<file path="config.mk">
export PLATFORM = sky130hd
export DESIGN_NAME = ex_mem_skid_buffer
export DESIGN_NICKNAME = d
export VERILOG_FILES = /design/src/rtl/ex_mem_skid_buffer.sv
export SDC_FILE = /design/constraint.sdc
export NUM_CORES = 1
export LEC_CHECK = 0
export CORE_ASPECT_RATIO = 1.2
export CORE_MARGIN = 2
export CORE_UTILIZATION = 29
export CTS_BUF_LIST = sky130_fd_sc_hd__clkbuf_4 sky130_fd_sc_hd__clkbuf_8
export DETAILED_ROUTE_END_ITERATION = 7
export GPL_ROUTABILITY_DRIVEN = 0
export HOLD_SLACK_MARGIN = 0.1
export SYNTH_ARGS = -nofsm -noshare
export SYNTH_HDL_FRONTEND = slang
export SYNTH_SLANG_ARGS = --single-unit
</file>
<file path="constraint.sdc">
create_clock -name clk_i -period 2.2 [get_ports clk_i]
set_input_delay 0.33 -clock clk_i [delete_from_list [all_inputs] [get_ports clk_i]]
set_output_delay 0.33 -clock clk_i [all_outputs]
set_load 0.03 [all_outputs]
</file>
<file path="src/rtl/ex_mem_skid_buffer.sv">
// ex_mem_skid_buffer
//   Registered EX->MEM pipeline boundary built as a two-entry skid buffer.
//   The main register drives the MEM-side outputs. The skid register catches
//   the one entry that EX may still push in the cycle after MEM stalls.
//   ready_o comes straight from a flop, so there is no combinational path
//   from ready_i back to ready_o.
//   An ALU overflow on an accepted entry is counted in a saturating counter.
//   With TRAP_ON_OVERFLOW = 1 the entry becomes a precise exception, and
//   intake stops until a flush.
//
// Ports
//   clk_i, rst_i            clock, synchronous active-high reset
//   flush_i                 drop all buffered entries and clear the halt
//   valid_i / ready_o       EX-side handshake (ready_o is registered)
//   alu_result_i, zero_i, overflow_i, store_data_i, pc_i, rd_addr_i,
//   reg_write_i, mem_read_i, mem_write_i   EX payload
//   valid_o / ready_i       MEM-side handshake
//   alu_result_o, zero_o, store_data_o, pc_o, rd_addr_o, reg_write_o,
//   mem_read_o, mem_write_o, exc_o          registered MEM payload
//   halted_o                intake blocked after an overflow exception
//   ovf_count_o             saturating count of accepted overflow entries
module ex_mem_skid_buffer #(
  parameter int XLEN             = 32,
  parameter bit TRAP_ON_OVERFLOW = 1'b0,
  parameter int CNT_WIDTH        = 16
) (
  input  logic                 clk_i,
  input  logic                 rst_i,
  input  logic                 flush_i,
  input  logic                 valid_i,
  output logic                 ready_o,
  input  logic [XLEN-1:0]      alu_result_i,
  input  logic                 zero_i,
  input  logic                 overflow_i,
  input  logic [XLEN-1:0]      store_data_i,
  input  logic [XLEN-1:0]      pc_i,
  input  logic [4:0]           rd_addr_i,
  input  logic                 reg_write_i,
  input  logic                 mem_read_i,
  input  logic                 mem_write_i,
  output logic                 valid_o,
  input  logic                 ready_i,
  output logic [XLEN-1:0]      alu_result_o,
  output logic [XLEN-1:0]      store_data_o,
  output logic [XLEN-1:0]      pc_o,
  output logic                 zero_o,
  output logic [4:0]           rd_addr_o,
  output logic                 reg_write_o,
  output logic                 mem_read_o,
  output logic                 mem_write_o,
  output logic                 exc_o,
  output logic                 halted_o,
  output logic [CNT_WIDTH-1:0] ovf_count_o
);

  // Entry layout from MSB to LSB:
  //   alu_result | store_data | pc | rd_addr | zero | reg_write | mem_read |
  //   mem_write | exc
  localparam int PW = 3*XLEN + 5 + 5;

  // Buffer occupancy. The halt condition is kept in its own flop so the
  // entries already buffered can drain normally while intake is blocked.
  typedef enum logic [1:0] {
    EMPTY = 2'd0,
    ONE   = 2'd1,
    FULL  = 2'd2
  } occ_t;

  occ_t                 state_reg, state_next;
  logic [PW-1:0]        main_reg, main_next;
  logic [PW-1:0]        skid_reg, skid_next;
  logic                 halted_reg, halted_next;
  logic                 ready_reg, ready_next;
  logic [CNT_WIDTH-1:0] cnt_reg, cnt_next;

  logic          main_valid;
  logic          accept;
  logic          drain;
  logic          trap_in;
  logic [PW-1:0] entry_in;

  assign main_valid = (state_reg != EMPTY);
  // A flushed input is neither stored nor counted.
  assign accept     = valid_i && ready_reg && !flush_i;
  assign drain      = main_valid && ready_i;
  assign trap_in    = TRAP_ON_OVERFLOW && overflow_i;

  // A trapping entry must not have side effects in later stages, so its
  // write and memory controls are cleared.
  assign entry_in = {alu_result_i, store_data_i, pc_i, rd_addr_i, zero_i,
                     reg_write_i && !trap_in, mem_read_i && !trap_in,
                     mem_write_i && !trap_in, trap_in};

  always_comb begin
    state_next  = state_reg;
    main_next   = main_reg;
    skid_next   = skid_reg;
    halted_next = halted_reg;
    cnt_next    = cnt_reg;

    case (state_reg)
      EMPTY: begin
        if (accept) begin
          main_next  = entry_in;
          state_next = ONE;
        end
      end
      ONE: begin
        if (accept && drain) begin
          main_next = entry_in;
        end else if (accept) begin
          skid_next  = entry_in;
          state_next = FULL;
        end else if (drain) begin
          state_next = EMPTY;
        end
      end
      FULL: begin
        // ready_o is low in FULL, so no accept can arrive here.
        if (drain) begin
          main_next  = skid_reg;
          state_next = ONE;
        end
      end
      default: state_next = EMPTY;
    endcase

    if (accept && trap_in) begin
      halted_next = 1'b1;
    end

    if (accept && overflow_i && (cnt_reg != {CNT_WIDTH{1'b1}})) begin
      cnt_next = cnt_reg + 1'b1;
    end

    if (flush_i) begin
      state_next  = EMPTY;
      halted_next = 1'b0;
    end

    // Registered ready: it reflects the occupancy and halt state that will
    // hold after this edge.
    ready_next = (state_next != FULL) && !halted_next;
  end

  always_ff @(posedge clk_i) begin
    if (rst_i) begin
      state_reg  <= EMPTY;
      main_reg   <= '0;
      skid_reg   <= '0;
      halted_reg <= 1'b0;
      ready_reg  <= 1'b1;
      cnt_reg    <= '0;
    end else begin
      state_reg  <= state_next;
      main_reg   <= main_next;
      skid_reg   <= skid_next;
      halted_reg <= halted_next;
      ready_reg  <= ready_next;
      cnt_reg    <= cnt_next;
    end
  end

  assign ready_o     = ready_reg;
  assign valid_o     = main_valid;
  assign halted_o    = halted_reg;
  assign ovf_count_o = cnt_reg;

  assign {alu_result_o, store_data_o, pc_o, rd_addr_o, zero_o,
          reg_write_o, mem_read_o, mem_write_o, exc_o} = main_reg;

endmodule

</file>
==> out/results.ini, run 1 <==
[synth]
synth_cell_type_count=43
syn_area_per_cell_um2=8.95
synth_area_um2=9310
syn_inst=1040
synth_seq_cells=230
synth_flop_cell=dfxtp_1
synth_top_cells_by_count=230 x dfxtp_1, 216 x nand2_1, 119 x a21oi_1, 109 x nor2_1, 107 x mux2i_1
synth-edff-count=0
synth_seq_area_share_pct=49.4
syn-num-nets=1152
ys_top_cells_by_area=dfxtp_1 49%, mux2i_1 12%, nand2_1 8.7%
ys_warn_count=0
synth_top_area_share_pct=49.4
synth_top_cell_by_area=dfxtp_1
synthArstFlopShare_pct=0
synth.most_common_cell=dfxtp_1

[routing]
drc=0
wire_per_inst_um=14.9
route.vias.total=7961
dr.first_iter.drc_count=429
antenna_left=0
wl_mm=25.2
vias_per_cell=4.71
dr.pass1.iters=4

[timing]
rsz0062_at_grt=no
finalClockSkew_ns=0.0137
slew_headroom_pct=63.6
min_period_ns=2.04
max_clock_freq_mhz=490
setup-tns-final_ns=0
drv_slew=0
tightest_slew_ns=0.542
setup_violations=0
fin_crit_sh_pct=92.7
hold_viol_final=0

[placed_design]
io_buffers=234
dp_cells=1624
dpl_cell_area_um2=12200
dp_hpwl_mm=16.6

[clock_tree]
cts_htree_levels=2
clk_pin_slew_ns=0.06
cts.sinks=230
clockBufferDepth=3
cts_buffers=40
tritoncts=built
cts_root_buffer=clkbuf_8
clock_latency_ns=0.53

[die]
dieWidth_um=168
die_y_um=200
start_util_pct=29.6
row_count=71
core-area_um2=31400
ios=236
dieArea_um2=33600

[global_routing]
grt_pass1_wl_mm=40.4
grt_antenna_before_repair=3
grt_max_degree=89
grt-ovfl-total=0
grt_pass1_vias=7650
grt_usage_pct=14.7

[cells_and_area]
fin_nets=1378
nFillCells=3168
final_layout_size_suffix_gt1_share_pct=9.48
final_area_um2=13000
instances_no_fill=1689
areaGrowthSynthToFinish_pct=39.1

[hold_path]
hp-class=in -> reg

[pwr]
max-vdd-ir-drop_v=0.000326
leakagePower_uw=0.00519
power_frac_seq_pct=46.4
power.density_nw_per_um2=733
combPwrFrac_pct=13.5
swShare_pct=25.6
p_int_uw=7060
power_frac_clock_pct=40.1
p_switching_uw=2430

[critical_path]
cp.arrival_ns=1.71
crit_path_top_delay_cell=clkdlybuf4s50_1
crit_fanout=6
slowest_delay_ns=0.72
crit_chain=clkdlybuf4s50_1
critPathBufInv=1
startpoint_type=flop
critPathRequiredTime_ns=1.87
cp-end-kind=output port
path_delay_family=buffers and inverters
critPathKind=reg -> out

[job]
max_cap_viol_count=0

[outcome]
status=complete, no violations

## cell usage in the layout (no fill, tap or decap), types with 2 or more instances in the layout
cell type        netlist  routed
o31ai_1                2       2
a211oi_2              10      10
nand4_1                7       7
a211oi_1              95      95
nand3b_1               2       2
nand3_1                4       4
nor3_1                 3       3
nand4_2                2       2
a21oi_1              119     119
or4_1                  2       2
or3_1                 10      10
and3_1                 2       2
clkbuf_8               0      47
buf_4                 12      19
o21ai_0               10      10
nand2b_1               3       2
clkdlybuf4s50_1        0     232
clkinv_2               0       2
nor2_1               109     109
and4_1                 2       2
dfxtp_1              230     229
buf_12                 0      17
nand2_1              216     215
clkbuf_4               2      14
mux2i_1              107     107
## per-stage QoR
step / util, % / power (uW) / hold WS, ns / worst slack, ns
2_1_floorplan: - / 5150 / 0.407 / 0.387
4_1_cts: 41.2 / 9690 / 0.315 / 0.00264
6_report: 41.2 / 9490 / 0.374 / 0.160
3_3_place_gp: 38.7 / 5780 / 0.441 / 0.0307
3_5_place_dp: 38.7 / 5790 / 0.446 / 0.0172
5_1_grt: 41.2 / 9970 / 0.345 / 0.0667
## power groups by stage
stage               logic, uW  clock network [uW]  registers [uW]
global placement         1280                   0            4490
floorplan                 404                   0            4750
CTS                      1300                3980            4410
finish                   1280                3810            4410
detailed placement       1290                   0            4490
global route             1380                4170            4420
## logic make-up after synthesis
kind of cell / count (synthesis) / synth area share (%)
other: 1 / 0.0403
XOR/XNOR: 1 / 0.0941
flip-flops: 230 / 49.4
adder cells (fa/ha/maj): 1 / 0.134
multiplexers: 107 / 11.5
buffers and inverters: 88 / 5.33
AO/OA/AOI/OAI: 242 / 16.8
AND/OR/NAND/NOR: 370 / 16.6
## routing by layer
| metal | track usage (%) | wire, um | vias up |
|---|---|---|---|
| li1 | - | - | 4073 |
| met1 | 18.2 | 11300 | 3653 |
| met2 | 24.0 | 11600 | 193 |
| met3 | 4.86 | 1720 | 38 |
| met4 | 4.97 | 541 | 4 |
| met5 | 0 | 27 | - |
## worst paths after layout
path | startpoint | end | slack, ns | cells past startpoint
worst max-delay path | ovf_count_o[8]$_SDFFE_PP0P_ | ovf_count_o[8] | 0.16 | 1
worst min-delay path | pc_i[15] | skid_reg[25]$_SDFFE_PP0P_ | 0.37 | 3
worst max register to register | state_reg[0]$_SDFF_PP0_ | main_reg[86]$_SDFFE_PP0P_ | 0.47 | 4
worst min register to register | skid_reg[23]$_SDFFE_PP0P_ | skid_reg[23]$_SDFFE_PP0P_ | 0.45 | 2
## repair_timing
| item | 4_1_cts | 5_1_grt |
|---|---|---|
| setup endpoints to repair | 1 | 1 |
| gates resized for setup | 1 | 1 |
| hold endpoints to repair | 10 | 0 |
| setup buffers | 0 | 0 |
| hold buffers | 1 | 0 |
## area by class of cell
cell class	count	area [um^2]	area share [%]
Sequential cell	230	4610	35.6
Multi-Input combinational cell	722	4240	32.7
Timing Repair Buffer	271	2840	21.9
Clock buffer	61	752	5.81
Tap cell	401	502	3.87
Clock inverter	2	10.0	0.0773
Inverter	1	3.75	0.0290
Antenna cell	1	2.50	0.0193
Power figures use the tool's default switching activity.
==> run 2: changes to the inputs <==
--- a/config.mk
+++ b/config.mk
@@ -5,6 +5,7 @@
 export SDC_FILE = /design/constraint.sdc
 export NUM_CORES = 1
 export LEC_CHECK = 0
+export CAP_MARGIN = 10
 export CORE_ASPECT_RATIO = 1.2
 export CORE_MARGIN = 2
 export CORE_UTILIZATION = 29
==> results of run 2 <==
No change in the layout: final DEF, timing and power equal those of run 1.
